===== config.mk =====
export PLATFORM = sky130hd
export DESIGN_NAME = pokeball_sprite_fetch
export DESIGN_NICKNAME = d
export VERILOG_FILES = /design/src/rtl/pokeball_sprite_fetch.sv
export SDC_FILE = /design/constraint.sdc
export NUM_CORES = 1
export LEC_CHECK = 0
export CORE_AREA = 8 8 85 87
export DETAILED_ROUTE_END_ITERATION = 16
export DIE_AREA = 0 0 93 95
export PLACE_DENSITY = 0.93
export SLEW_MARGIN = 30
export SYNTH_ARGS = -nofsm -noshare
export SYNTH_HDL_FRONTEND = slang
export SYNTH_SLANG_ARGS = --single-unit

===== constraint.sdc =====
create_clock -name Clk -period 6.7 [get_ports Clk]
set_clock_uncertainty 0.15 [all_clocks]
set_input_delay 0.67 -clock Clk [delete_from_list [all_inputs] [get_ports Clk]]
set_output_delay 0.67 -clock Clk [all_outputs]
set_load 0.01 [all_outputs]

===== src/rtl/pokeball_sprite_fetch.sv =====
// pokeball_sprite_fetch
//   Per-pixel fetch path for the Poke Ball sprite. It hit-tests the beam
//   position against a frame-latched sprite rectangle, addresses a sprite-
//   sheet ROM holding four animation steps, and forwards the returned palette
//   index with a transparency-qualified valid. A small FSM steps the sprite
//   through a 4-step wobble animation, advancing only on frame boundaries.
//
// Ports
//   Clk           in   1   single clock, rising edge
//   Reset_n       in   1   asynchronous active-low reset
//   DrawX/DrawY   in  10   current beam column / row
//   frame_start   in   1   one-cycle pulse at the start of each video frame
//   ball_x/ball_y in  10   sprite top-left corner, latched on frame_start
//   ball_show     in   1   sprite enable, latched on frame_start
//   wobble_start  in   1   request to start the wobble animation
//   rom_addr      out 12   sprite-sheet address {step, row, col}
//   rom_data      in   8   ROM palette index for the previous rom_addr
//   pal_index     out  8   palette index to the palette lookup stage
//   pal_valid     out  1   pal_index is an opaque sprite pixel
//   busy          out  1   wobble animation in progress
module pokeball_sprite_fetch #(
  parameter int         SPRITE_W  = 32,
  parameter int         SPRITE_H  = 32,
  parameter int         HOLD      = 8,
  parameter int         LOOPS     = 3,
  parameter logic [7:0] KEY_INDEX = 8'h00
) (
  input  logic        Clk,
  input  logic        Reset_n,
  input  logic [9:0]  DrawX,
  input  logic [9:0]  DrawY,
  input  logic        frame_start,
  input  logic [9:0]  ball_x,
  input  logic [9:0]  ball_y,
  input  logic        ball_show,
  input  logic        wobble_start,
  output logic [11:0] rom_addr,
  input  logic [7:0]  rom_data,
  output logic [7:0]  pal_index,
  output logic        pal_valid,
  output logic        busy
);

  localparam int COL_W  = $clog2(SPRITE_W);
  localparam int ROW_W  = $clog2(SPRITE_H);
  localparam int HOLD_W = (HOLD > 1) ? $clog2(HOLD) : 1;
  localparam int LOOP_W = $clog2(LOOPS + 1);

  typedef enum logic [1:0] {
    S_IDLE,
    S_WOBBLE,
    S_SETTLE
  } state_t;

  // Frame-latched sprite placement
  logic [9:0] r_bx_s;
  logic [9:0] r_by_s;
  logic       r_show_s;

  // Animation state
  state_t             r_state;
  state_t             w_state_nxt;
  logic [1:0]         r_step;
  logic [1:0]         w_step_nxt;
  logic [HOLD_W-1:0]  r_hold;
  logic [HOLD_W-1:0]  w_hold_nxt;
  logic [LOOP_W-1:0]  r_loop;
  logic [LOOP_W-1:0]  w_loop_nxt;

  // Pipeline
  logic              r_vld_p1;
  logic [11:0]       r_addr_p1;
  logic [7:0]        r_idx_p2;
  logic              r_vld_p2;

  logic [10:0]       w_x;
  logic [10:0]       w_y;
  logic [10:0]       w_bx;
  logic [10:0]       w_by;
  logic              w_hit;
  logic [COL_W-1:0]  w_col;
  logic [ROW_W-1:0]  w_row;

  // Shadow placement registers: mid-frame changes to ball_* are invisible
  // until the next frame boundary, so a frame never tears.
  always_ff @(posedge Clk or negedge Reset_n) begin
    if (!Reset_n) begin
      r_bx_s   <= '0;
      r_by_s   <= '0;
      r_show_s <= 1'b0;
    end else if (frame_start) begin
      r_bx_s   <= ball_x;
      r_by_s   <= ball_y;
      r_show_s <= ball_show;
    end
  end

  // Hit test at 11 bits so a sprite placed near column/row 1023 does not
  // wrap its right/bottom edge back to small coordinates.
  assign w_x   = {1'b0, DrawX};
  assign w_y   = {1'b0, DrawY};
  assign w_bx  = {1'b0, r_bx_s};
  assign w_by  = {1'b0, r_by_s};
  assign w_hit = r_show_s
               && (w_x >= w_bx) && (w_x < (w_bx + 11'(SPRITE_W)))
               && (w_y >= w_by) && (w_y < (w_by + 11'(SPRITE_H)));

  assign w_col = COL_W'(DrawX - r_bx_s);
  assign w_row = ROW_W'(DrawY - r_by_s);

  // ---- stage 1: ROM address and hit flag ----
  always_ff @(posedge Clk or negedge Reset_n) begin
    if (!Reset_n) begin
      r_addr_p1 <= '0;
      r_vld_p1  <= 1'b0;
    end else begin
      r_addr_p1 <= w_hit ? {r_step, w_row, w_col} : '0;
      r_vld_p1  <= w_hit;
    end
  end

  // ---- stage 2: palette index, transparency key applied ----
  // rom_data answers the stage-1 address within the same cycle, so it lines
  // up with r_vld_p1 here, giving two cycles from DrawX/DrawY to pal_*.
  always_ff @(posedge Clk or negedge Reset_n) begin
    if (!Reset_n) begin
      r_idx_p2 <= '0;
      r_vld_p2 <= 1'b0;
    end else begin
      r_idx_p2 <= r_vld_p1 ? rom_data : '0;
      r_vld_p2 <= r_vld_p1 && (rom_data != KEY_INDEX);
    end
  end

  assign rom_addr  = r_addr_p1;
  assign pal_index = r_idx_p2;
  assign pal_valid = r_vld_p2;

  // Animation FSM: state and counters
  always_ff @(posedge Clk or negedge Reset_n) begin
    if (!Reset_n) begin
      r_state <= S_IDLE;
      r_step  <= '0;
      r_hold  <= '0;
      r_loop  <= '0;
    end else begin
      r_state <= w_state_nxt;
      r_step  <= w_step_nxt;
      r_hold  <= w_hold_nxt;
      r_loop  <= w_loop_nxt;
    end
  end

  // Counters move only on frame_start while animating, so the step seen by
  // the address path is constant across a whole frame. wobble_start is only
  // honoured in IDLE; a coincident frame_start is not counted.
  always_comb begin
    w_state_nxt = r_state;
    w_step_nxt  = r_step;
    w_hold_nxt  = r_hold;
    w_loop_nxt  = r_loop;
    case (r_state)
      S_IDLE: begin
        w_step_nxt = '0;
        if (wobble_start) begin
          w_state_nxt = S_WOBBLE;
          w_hold_nxt  = '0;
          w_loop_nxt  = '0;
        end
      end
      S_WOBBLE: begin
        if (frame_start) begin
          if (r_hold == HOLD_W'(HOLD - 1)) begin
            w_hold_nxt = '0;
            w_step_nxt = r_step + 2'd1;
            if (r_step == 2'd3) begin
              w_loop_nxt = r_loop + LOOP_W'(1);
              if (r_loop == LOOP_W'(LOOPS - 1)) begin
                w_state_nxt = S_SETTLE;
                w_step_nxt  = '0;
              end
            end
          end else begin
            w_hold_nxt = r_hold + HOLD_W'(1);
          end
        end
      end
      S_SETTLE: begin
        w_step_nxt = '0;
        if (frame_start) begin
          w_state_nxt = S_IDLE;
          w_hold_nxt  = '0;
          w_loop_nxt  = '0;
        end
      end
      default: begin
        w_state_nxt = S_IDLE;
        w_step_nxt  = '0;
        w_hold_nxt  = '0;
        w_loop_nxt  = '0;
      end
    endcase
  end

  assign busy = (r_state != S_IDLE);

endmodule


Word-level counts from Yosys, hierarchy flattened
Cells that the tools add are included.

Equal/unequal tests: 11. Order comparisons: 4. Add/sub/neg operators: 7. Multiplexer cells: 24. Reductions and logical operators: 12.

Operators with widths (number): 2-bit two-way mux (15); 10-bit by 6-bit adder with 11-bit output (second input constant) (2); 10-bit by 11-bit less-than comparator with 1-bit output (2); 10-bit greater-or-equal comparator (2); 12-bit two-way mux (1); 3-bit two-way mux (4); 2-bit != test (second input constant) (6); 2-bit case mux with 3 select lines (2); 5-bit subtractor (2); 3-bit case mux with 3 select lines (1); 8-bit two-way mux (1); 8-bit nonzero test (1); 2-bit == test (second input constant) (3); 6-bit AND reduction (1); 1-bit logical AND (5); 5-bit AND reduction (1); 2-bit by 1-bit adder with 2-bit output (second input constant) (2); 3-bit by 1-bit adder with 3-bit output (second input constant) (1); 3-bit == test (second input constant) (1); 3-bit AND reduction (1); 2-bit by 1-bit == test with 1-bit output (second input constant) (1); 2-bit logical NOT (1); 2-bit AND reduction (1); 2-bit nonzero test (1).

Bits in registers: 52. Logic and storage cells: 69. Input port bits: 53. Output and inout bits: 22.

Depth between registers and ports, before layout
Depth after elaboration: 6. Gate-level depth with buffers: 10. Gate-level depth less buffers: 9.

Worst setup path before layout
OpenSTA, ideal clock, no wires.

Kind: input to register. From: in DrawY[0]. To: reg r_addr_p1[10], in the netlist rom_addr[10]. Data required time: 6.421 ns. Arrival time: 2.223 ns. Setup time: 0.129 ns. Setup slack: 4.198 ns. Cell stages on the path: 10. Buffers on the path: 1. Cell sequence: inv_1 > ha_1 > inv_1 > fa_1 > a21o_1 > a21oi_1 > a31oi_1 > o2111ai_2 > buf_6 > nor3b_2.

Cells in the longest elaborated chain, start to end: 4. Elaborated cells between the ends (all ways): 5. Classes of those cells: order compare: 2; mux: 1; reduce/logical: 2.

Ends and longest elaborated chain: start, declared (RTL line 31) `input logic [9:0] DrawY,`; 10-bit greater-or-equal comparator (RTL line 106) `&& (w_y >= w_by) && (w_y < (w_by + 11'(SPRITE_H)));`; 1-bit logical AND (RTL line 106); 1-bit logical AND (*) (RTL line 106); 12-bit two-way mux (*) (RTL line 117) `r_addr_p1 <= w_hit ? {r_step, w_row, w_col} : '0;`; end signal, assigned (RTL line 117); end, declared (RTL line 72) `logic [11:0] r_addr_p1;`.

Mark *: on every way between the ends. The rest lies on a longest branch, timed or not. A chain may end at the register's enable or synchronous reset.

Worst setup path after layout
From: in DrawY[0]. To: reg r_addr_p1[1], in the netlist rom_addr[1].

Same word-level chain as after synthesis.

==> flow_metrics.env <==
export IMPL_layout_nets=462
export IMPL_p_clk_frac=0.219
export IMPL_slowest_stage="o2111ai_2"
export IMPL_internal_power_mw=0.569
export IMPL_crit_type="input port to flip-flop"
export IMPL_required_ps=6700
export IMPL_worstPathCellList="clkdlybuf4s50_1 > inv_1 > ha_1 > inv_1 > fa_1 > a21o_1 > a21oi_1 > a31oi_1 > o2111ai_2 > nor3b_1"
export IMPL_cts_tree="built"
export IMPL_seqPwrFrac=0.451
export IMPL_end_kind="flip-flop"
export IMPL_start_kind="input port"
export IMPL_sw_frac_of_total=0.332
export IMPL_avgSynthCellArea_sq_um=10.3
export IMPL_drc=0
export IMPL_core_sq_um=5820
export IMPL_numCtsBuffers=5
export IMPL_worst_slew_pin_slew_ps=888
export IMPL_worstPathArrival_ps=3090
export IMPL_slew_violations=0
export IMPL_layout_drive_gt1_share=0.0887
export IMPL_antenna_found_initial=0
export IMPL_crit_buf_inv=3
export IMPL_area_growth_syn_to_layout_pct=29.8
export IMPL_r2r_start="r_by_s[0]$_DFFE_PN0P_"
export IMPL_ys_types=45
export IMPL_p_leak_nw=1.79
export IMPL_rsz0062_at_grt="no"
export IMPL_ys_seq_area_frac=0.428
export IMPL_outcome="complete, no violations"
export IMPL_rr_endpoint="rom_addr[1]$_DFF_PN0_"
export IMPL_grt_ovfl_total=0
export IMPL_grt_usage=0.169
export IMPL_port_buffers=74
export IMPL_min_path_type="input port to asynchronous set/reset pin"
export IMPL_clock_path_buffers=2
export IMPL_cts_root_buf="clkbuf_8"
export IMPL_dp_cells=439
export IMPL_post_cts_buffers=0
export IMPL_diodes=0
export IMPL_reg2reg_slack_ps=4060
export IMPL_hold_viol=0
export IMPL_hold_buffers=0
export IMPL_grt_max_degree=53
export IMPL_cp_depth=10
export IMPL_p_per_area_nw_per_um2=216
export IMPL_synth_warnings=0
export IMPL_fmax_mhz=324
export IMPL_cpMostUsedCell="inv_1"
export IMPL_yosysTopAreaCell="dfrtp_1"
export IMPL_clk_insertion_delay_late_ps=300
export IMPL_fin_crit_ps=3090
export IMPL_die_h_microns=95
export IMPL_crit_family="compound AO/OA/AOI/OAI gates"
export IMPL_p_sw_mw=0.283
export IMPL_synthFlopType="dfrtp_1"
export IMPL_path_max_fanout=13
export IMPL_ios=75
export IMPL_async_flop_share=1.00
export IMPL_htree_levels=2
export IMPL_dr_pass1_iters=4
export IMPL_grt_pass1_wl_microns=11900
export IMPL_max_stage_delay_ps=680
export IMPL_drt_total_wl_microns=7090
export IMPL_std_cell_rows=28
export IMPL_cap_violations=0
export IMPL_vias_per_cell=5.42
export IMPL_netlist_area_sq_um=3040
export IMPL_finalCritPeriodShare=0.461
export IMPL_die_area_sq_um=8840
export IMPL_reg2reg_depth=8
export IMPL_vias=2422
export IMPL_synth_edf_count=0
export IMPL_initialDrtViolationCount=113
export IMPL_dp_hpwl_microns=5640
export IMPL_die_w_microns=93
export IMPL_fin_util=0.679
export IMPL_ir_worst_vdd_mv=0.111
export IMPL_syn_nets=387
export IMPL_yosys_area_top_type_share=0.428
export IMPL_slew_headroom=0.406
export IMPL_comb_power_share=0.330
export IMPL_synth_area_leaders="dfrtp_1 (43%), ha_1 (15%), o21ai_0 (4.3%)"
export IMPL_cts_sinks=52
export IMPL_place_gp_congestion=0.837
export IMPL_syn_inst=296
export IMPL_wl_per_cell_microns=15.9
export IMPL_setup_viol=0
export IMPL_cts_resized=0
export IMPL_ant_nets=0
export IMPL_power_mw=0.851
export IMPL_path_clk_slew_ps=100
export IMPL_grt_pass1_vias=2593
export IMPL_initial_utilization=0.523
export IMPL_stdcell_count=447
export IMPL_ys_seq_elements=52
export IMPL_setup_tns_ps=0
==> layout make-up <==
type / count / area, sq um
Multi-Input combinational cell: 208 / 1600
Timing Repair Buffer: 76 / 751
Inverter: 28 / 105
Fill cell: 470 / 1870
Sequential cell: 52 / 1300
Clock buffer: 5 / 68.8
Clock inverter: 3 / 25.0
Tap cell: 75 / 93.8
==> worst max path at each step <==
stage | from | end | slack [ps]
CTS | DrawY[0] | rom_addr[1]$_DFF_PN0_ | 3600
global placement | DrawY[0] | rom_addr[11]$_DFF_PN0_ | 3450
detailed placement | DrawY[0] | rom_addr[1]$_DFF_PN0_ | 3300
global route | DrawY[0] | rom_addr[1]$_DFF_PN0_ | 3460
floorplan | DrawY[0] | rom_addr[10]$_DFF_PN0_ | 4200
finish | DrawY[0] | rom_addr[1]$_DFF_PN0_ | 3610
==> layout by cell type, fill, tap and decap left out, drive strengths merged, types with 3 or more instances in the layout <==
master	netlist	final
clkdlybuf4s50	0	73
dfrtp	52	52
ha	36	36
inv	28	30
nand2	28	28
o21ai	26	26
a21oi	14	14
nor3	10	10
xnor2	9	9
and2	8	8
mux2	7	7
nand3	6	6
nor2	6	6
a21o	6	6
o21a	5	5
nand4	5	5
clkbuf	5	5
a31oi	5	5
nand2b	4	4
nor3b	4	4
xor2	3	3
and3	3	3
buf	3	3
==> per-layer routing <==
metal  GRT usage  vias up  share of wire
met1       0.202     1155           0.43
met2       0.289       69           0.49
met3      0.0492        8          0.061
li1            -     1190              -
met5           0        -              0
met4      0.0483        0          0.012
==> metrics by stage <==
stage / worst slack, ps / hold slack [ps] / cell area [sq um]
after CTS: 3600 / 350 / 3950
after detailed placement: 3300 / 340 / 3850
after global routing: 3460 / 361 / 3950
after floorplan: 4200 / 224 / 3040
after global placement: 3450 / 336 / 3850
final: 3610 / 317 / 3950
==> power groups by stage <==
stage | logic (mW) | registers (mW) | clock network (mW)
global placement | 0.266 | 0.387 | 0
global route | 0.319 | 0.391 | 0.207
floorplan | 0.190 | 0.379 | 0
detailed placement | 0.281 | 0.390 | 0
finish | 0.281 | 0.384 | 0.186
CTS | 0.283 | 0.383 | 0.193
==> registers in the layout, indices dropped and copies added (netlist names) <==
name,flops
r_loop,2
r_step,2
r_vld_p1,1
rom_addr,12
pal_index,8
pal_valid,1
r_bx_s,10
r_hold,3
r_by_s,10
r_state,2
r_show_s,1
==> worst register-to-register path: cells and delay by family, from the launching register on <==
family	cells	cell delay (ps)
AOI/OAI and AO/OA	4	1210
adders and majority gates	2	580
DFF	1	390
and+or+nand+nor	1	110
buffers and inverters	1	50
==> cell families after synthesis <==
| kind of cell | Yosys count | share of synthesized area |
|---|---|---|
| and+or+nand+nor | 80 | 0.150 |
| AOI/OAI and AO/OA | 71 | 0.153 |
| DFF | 52 | 0.428 |
| adders and majority gates | 38 | 0.161 |
| buffers and inverters | 36 | 0.0473 |
| xor gates and xnor gates | 12 | 0.0346 |
| muxes | 7 | 0.0259 |
==> synth_stat cells (all sizes together) (3+ instances only) <==
library cell	instances
nand2b	4
and3	3
xor2	3
xnor2	9
buf	3
o21a	5
and2	8
clkbuf	5
nor3b	4
ha	36
nor3	10
o21ai	26
a21oi	14
nand4	5
a31oi	5
dfrtp	52
inv	28
nand3	6
nor2	6
a21o	6
mux2	7
nand2	28
(Power assumes the default switching activity.)
